==> config.mk <==
export PLATFORM = sky130hd
export DESIGN_NAME = load_store_unit
export DESIGN_NICKNAME = d
export VERILOG_FILES = /design/src/rtl/load_store_unit_pkg.sv /design/src/rtl/load_store_unit_align.sv /design/src/rtl/load_store_unit.sv
export SDC_FILE = /design/constraint.sdc
export NUM_CORES = 1
export LEC_CHECK = 0
export ABC_AREA = 1
export BUFFER_PORTS_ARGS = -buffer_cell sky130_fd_sc_hd__buf_2
export CELL_PAD_IN_SITES_DETAIL_PLACEMENT = 1
export CELL_PAD_IN_SITES_GLOBAL_PLACEMENT = 2
export CORE_MARGIN = 1
export CORE_UTILIZATION = 27
export DETAILED_ROUTE_END_ITERATION = 6
export GPL_ROUTABILITY_DRIVEN = 1
export HOLD_SLACK_MARGIN = 0.02
export PLACE_DENSITY = 0.88
export SYNTH_ARGS = -nofsm -noshare
export SYNTH_HDL_FRONTEND = slang
export SYNTH_SLANG_ARGS = --single-unit
==> constraint.sdc <==
create_clock -name iCLK -period 4.23 [get_ports iCLK]
set_input_delay 0.423 -clock iCLK [delete_from_list [all_inputs] [get_ports iCLK]]
set_output_delay 0.423 -clock iCLK [all_outputs]
set_load 0.02 [all_outputs]
==> src/rtl/load_store_unit_pkg.sv <==
// Shared configuration for the load/store unit: data-memory layout, RV32I
// width codes, FSM encoding, request record and the request fault checks.
package load_store_unit_pkg;

  localparam int          DATA_WIDTH       = 32;
  localparam logic [31:0] BEGINNING_DATA   = 32'h1001_0000;
  localparam int          LSU_READ_LATENCY = 1;

  // funct3 width/sign codes
  localparam logic [2:0] F3_B  = 3'b000;
  localparam logic [2:0] F3_H  = 3'b001;
  localparam logic [2:0] F3_W  = 3'b010;
  localparam logic [2:0] F3_BU = 3'b100;
  localparam logic [2:0] F3_HU = 3'b101;

  // FSM encoding
  localparam logic [2:0] S_IDLE   = 3'd0;
  localparam logic [2:0] S_ACCESS = 3'd1;
  localparam logic [2:0] S_WAIT   = 3'd2;
  localparam logic [2:0] S_DONE   = 3'd3;
  localparam logic [2:0] S_FAULT  = 3'd4;

  typedef struct packed {
    logic        is_store;
    logic [2:0]  funct3;
    logic [31:0] addr;
    logic [31:0] data;
  } lsu_req_t;

  // Stores only have B/H/W; loads additionally have BU/HU.
  function automatic logic f3_illegal(input logic is_store, input logic [2:0] f3);
    if (is_store) return !(f3 == F3_B || f3 == F3_H || f3 == F3_W);
    return !(f3 == F3_B || f3 == F3_H || f3 == F3_W || f3 == F3_BU || f3 == F3_HU);
  endfunction

  // Width is carried in funct3[1:0]; halfwords need addr[0]=0, words addr[1:0]=0.
  function automatic logic f3_misaligned(input logic [2:0] f3, input logic [1:0] a);
    if (f3[1:0] == F3_H[1:0]) return a[0];
    if (f3[1])                return a != 2'b00;
    return 1'b0;
  endfunction

endpackage

==> src/rtl/load_store_unit_align.sv <==
// Lane steering for the load/store unit: byte enables, store-data lane
// replication and load-data extraction with sign/zero extension.
module lsu_align
  import load_store_unit_pkg::*;
(
  input  logic [2:0]  funct3,
  input  logic [1:0]  addr_lo,
  input  logic [31:0] store_data,
  input  logic [31:0] read_data,
  output logic [3:0]  byte_en,
  output logic [31:0] write_data,
  output logic [31:0] load_data
);

  logic [31:0] shifted;

  // Pick the lane mask and move the addressed lane down to bit 0 for loads.
  always_comb begin
    shifted = read_data >> {addr_lo, 3'b000};
    case (funct3[1:0])
      2'b00: begin
        byte_en    = 4'b0001 << addr_lo;
        write_data = {4{store_data[7:0]}};
        load_data  = funct3[2] ? {24'h0, shifted[7:0]} : {{24{shifted[7]}}, shifted[7:0]};
      end
      2'b01: begin
        byte_en    = 4'b0011 << addr_lo;
        write_data = {2{store_data[15:0]}};
        load_data  = funct3[2] ? {16'h0, shifted[15:0]} : {{16{shifted[15]}}, shifted[15:0]};
      end
      default: begin
        byte_en    = 4'b1111;
        write_data = store_data;
        load_data  = shifted;
      end
    endcase
  end

endmodule

==> src/rtl/load_store_unit.sv <==
// Load/store bus initiator: latches one request, drives the data-memory
// strobes, waits out the read latency and returns extended load data.
module load_store_unit
  import load_store_unit_pkg::*;
#(
  parameter int READ_LATENCY = LSU_READ_LATENCY
) (
  input  logic        iCLK,
  input  logic        iRST,
  input  logic        iStart,
  input  logic        iIsStore,
  input  logic [2:0]  iFunct3,
  input  logic [31:0] iAddress,
  input  logic [31:0] iStoreData,
  output logic        oBusy,
  output logic        oDone,
  output logic [31:0] oLoadData,
  output logic        oMisaligned,
  output logic        oIllegal,
  output logic        oReadEnable,
  output logic        oWriteEnable,
  output logic [3:0]  oByteEnable,
  output logic [31:0] oAddress,
  output logic [31:0] oWriteData,
  input  logic [31:0] iReadData
);

  logic [2:0]  state;
  lsu_req_t    req;
  logic [3:0]  cnt;
  logic        mis_q, ill_q;
  logic        mis_in, ill_in;
  logic [3:0]  be;
  logic [31:0] wd, ld;

  assign ill_in = f3_illegal(iIsStore, iFunct3);
  assign mis_in = f3_misaligned(iFunct3, iAddress[1:0]);

  lsu_align u_align (
    .funct3     (req.funct3),
    .addr_lo    (req.addr[1:0]),
    .store_data (req.data),
    .read_data  (iReadData),
    .byte_en    (be),
    .write_data (wd),
    .load_data  (ld)
  );

  // Request FSM; counter reloads in ACCESS and hands over to DONE at 1.
  always_ff @(posedge iCLK or posedge iRST) begin
    if (iRST) begin
      state     <= S_IDLE;
      req       <= '0;
      cnt       <= '0;
      mis_q     <= 1'b0;
      ill_q     <= 1'b0;
      oLoadData <= '0;
    end else begin
      case (state)
        S_IDLE: if (iStart) begin
          req   <= '{is_store: iIsStore, funct3: iFunct3, addr: iAddress, data: iStoreData};
          mis_q <= mis_in;
          ill_q <= ill_in;
          state <= (mis_in || ill_in) ? S_FAULT : S_ACCESS;
        end
        S_ACCESS: if (req.is_store) begin
          state <= S_DONE;
        end else begin
          cnt   <= 4'(READ_LATENCY);
          state <= S_WAIT;
        end
        S_WAIT: if (cnt == 4'd1) begin
          oLoadData <= ld;
          state     <= S_DONE;
        end else begin
          cnt <= cnt - 4'd1;
        end
        default: state <= S_IDLE;
      endcase
    end
  end

  // Bus outputs decode from state only, so reset clears them without a clock
  // and iStart has no combinational route onto the bus.
  assign oWriteEnable = (state == S_ACCESS) && req.is_store;
  assign oReadEnable  = ((state == S_ACCESS) && !req.is_store) || (state == S_WAIT);
  assign oByteEnable  = (oReadEnable || oWriteEnable) ? be : 4'b0000;
  assign oWriteData   = oWriteEnable ? wd : 32'h0;
  assign oAddress     = req.addr;
  assign oBusy        = (state != S_IDLE);
  assign oDone        = (state == S_DONE) || (state == S_FAULT);
  assign oMisaligned  = (state == S_FAULT) && mis_q;
  assign oIllegal     = (state == S_FAULT) && ill_q;

endmodule

==> summary.md <==
| Metric | Value |
|---|---|
| CP Launch Point | oAddress[1]$_DFFE_PP0P_ |
| Largest area contributor in the netlist | dfrtp_1 |
| Clock network power share | 0.157 |
| DIE WIDTH | 149 um |
| Area after DPL | roughly 0.0068 sq mm |
| Peak VDD IR | 0.000247 V |
| Fill cells | 2,666 |
| Flop2flop setup slack | 2.02 ns |
| RSZ-0062 raised after global routing | false |
| TritonCTS buffer count | 9 |
| Via-per-instance ratio | 4.47 |
| Vias in the first global route | 5,508 |
| Core region area | roughly 0.021 sq mm |
| Post-synth top cells | nand2_1 (297), dfrtp_1 (109), nor2_1 (72), inv_1 (56), nand3_1 (46) |
| R2r endpoint | oLoadData[17]$_DFFE_PP0P_ |
| Final instance area | 0.00709 sq mm |
| Final HPWL DP | 13,700 um |
| Die height | 149 um |
| Final Hold Violating Endpoints | 0 |
| Share of cells above drive strength 1 | 0.279 |
| I/O pin count | ~210 |
| Clock Latency Late Sink | 0.35 ns |
| Share of the synthesized area in the top cell type | 0.465 |
| CTS Hold Bufs | 0 |
| Rel. slew slack | 0.248 |
| WL per Instance | 15.1 um |
| Gr ovfl total | 0 |
| Clock Sinks | between 100 and 150 |
| Clock Tree Buf Depth | 2 |
| XOR/XNOR Fraction of Synth Area | 0 |
| Starting Density | 0.277 |
| Seq. cell area | between 0.002 and 0.003 sq mm |
| First-pass GRT wire length | 29,400 um |
| Post-route antenna net violation count | 0 |
| Layout area overhead | 20.9% |
| Largest net degree at the start of global routing | 76 |
| Final period utilization | 0.617 |
| # H-tree levels | 3 |
| Number of DRC markers in iteration 0 | between 100 and 150 |
| Root Buffer | clkbuf_16 |
| Sw frac | 0.482 |
| Register area share after synthesis | 0.465 |
| Final min period | about 2.6 ns |
| CP Class | reg2out |
| Clock transition at path regs | 0.08 ns |
| CP Max Fanout | 29 |
| Worst hold-check path type | in2reg |
| Synth top area cells | dfrtp_1 (46%), nand2_1 (19%), buf_4 (4.6%) |
| Yosys Warn Count | 0 |
| Worst-margin pin slew | 1.13 ns |
| Final setup vio count | 0 |
| DRT Pass-1 Iters | 4 |
| Startpoint class of the critical path | flop |
| CP Data Arrival Time | between 2 and 2.5 ns |
| I/O Buffers | between 200 and 250 |
| Post-synthesis compound-gate area fraction | 0.0816 |
| Final clock skew | 0.00860 ns |
| Post_cts resized | 0 |
| Main combinational cell family by area after synthesis | simple AND/OR/NAND/NOR gates |
| Lkg Pwr | 3.91 nW |
| Outcome | finished, final reports clean |
| Syn avg cell area | 7.54 sq um |
| Sequential share of power | 0.325 |
| Post-Synth Simple-Gate Area | 0.319 |
| FF-to-FF Start | oAddress[1]$_DFFE_PP0P_ |
| Post-CTS Setup Inserts | 0 |
| Synth Cell Area | between 0.005 and 0.006 sq mm |
| Setup crit end kind | output port |
| Routed via count | 5,440 |
| Ys async rst share | 1.00 |
| WL final | ~18,000 um |
| Final Instance Count excl. Fillers | about 1,200 |
| Synth unique cells | 31 |
| Die footprint | roughly 0.022 sq mm |
| Placed Cells incl. Taps | 1,198 |
| Global placement routability congestion | 0.820 |
| # DRC | 0 |
| Antenna violations before repair | 5 |
| Count leader, synth | nand2_1 |
| Slew Viols, Final | 0 |
| Post-Synthesis Cells | 778 |
| Util after Layout | 0.335 |
| Critical path destination | oByteEnable[2] |
| Peak Freq | 383 MHz |
| Max cap viols | 0 |
| CTS tree | done |
| Nets | 1,039 |
| Std-Cell Rows | 53 |
| Cell-internal power | 2.94 mW |
| Number of synthesized flops with an enable pin | 0 |
| R2R depth | 6 |
| Post-synthesis mux area share | 0 |
| Logic pwr share | 0.519 |
| Synth Area in Adders | 0.00426 |
| Sw power | 2.73 mW |
| Top FF cell, synth | dfrtp_1 |
| Area taken by multi-input logic gates | 0.00238 sq mm |
| Required time of the critical path | 3.81 ns |
| Total track usage | 0.168 |
| Syn Nets | 883 |
| Pwr Density | 800 mW/mm^2 |
| Setup TNS | 0 ns |
| Yosys reg bits | around 110 |
## kinds of logic (layout without fill, tap and decap cells)
group	after synthesis	in the layout
other	0	2
and+or+nand+nor	448	448
DFF	109	109
AOI/OAI and AO/OA	87	87
adders and majority gates	2	2
buffers and inverters	132	293
## metrics by stage
stage | power [mW] | setup WS (ns) | hold slack (ns)
after detailed placement | 4.85 | 1.96 | 0.465
final | 5.68 | 1.62 | 0.258
after CTS | 5.78 | 1.55 | 0.244
after floorplan | 4.18 | 0.933 | 0.449
after global placement | 4.78 | 1.97 | 0.459
after global routing | 6.20 | 1.36 | 0.260
## final cells by class
class,count,area share
multi-input combinational,537,0.335
sequential,109,0.384
antenna,2,0.000705
timing repair buffer,214,0.153
inverter,63,0.0353
clock buffer,9,0.0317
tap,275,0.0485
clock inverter,7,0.0113
## worst min-delay path by stage
stage,start,end,slack (ns),cells after the start
after floorplan,req[16]$_DFFE_PP0P_,req[16]$_DFFE_PP0P_,0.45,2
after global placement,oAddress[27]$_DFFE_PP0P_,oAddress[27]$_DFFE_PP0P_,0.46,2
after detailed placement,oLoadData[15]$_DFFE_PP0P_,oLoadData[15]$_DFFE_PP0P_,0.47,2
after CTS,iAddress[28],oAddress[28]$_DFFE_PP0P_,0.24,3
after global routing,iStoreData[20],req[20]$_DFFE_PP0P_,0.26,3
final,iAddress[11],oAddress[11]$_DFFE_PP0P_,0.26,3
## critical path, stage by stage (launching register included)
cell and delay (ns):
dfrtp_1 0.51, inv_1 0.74, o21ai_0 0.19, o21ai_0 0.17, inv_1 0.06, buf_2 0.16
## per-layer routing
metal,vias up,wire (um),global-route usage
met5,-,32,0
met4,4,252,0.0459
met3,21,1140,0.0338
met2,167,8350,0.269
met1,2552,8570,0.230
li1,2696,-,-
## registers in the layout, indices dropped and copies added, names as in the netlist
signal / count
cnt: 4
ill_q: 1
mis_q: 1
oAddress: 32
oLoadData: 32
req: 36
state: 3
## cell usage in the layout, fill, tap and decap left out, types with 10 or more instances in the layout
master,count
nand2_1,297
buf_2,208
dfrtp_1,109
nor2_1,72
inv_1,55
nand3_1,46
o21ai_0,31
a21oi_1,28
o21ai_1,10
## power by group through the flow
stage | registers [mW] | logic [mW] | clock network [mW]
3_3_place_gp | 1.84 | 2.93 | 0
2_1_floorplan | 1.96 | 2.22 | 0
4_1_cts | 1.85 | 3.00 | 0.932
3_5_place_dp | 1.86 | 2.99 | 0
5_1_grt | 1.91 | 3.33 | 0.968
6_report | 1.84 | 2.94 | 0.891
No activity file was read; power rests on OpenSTA's default activity.
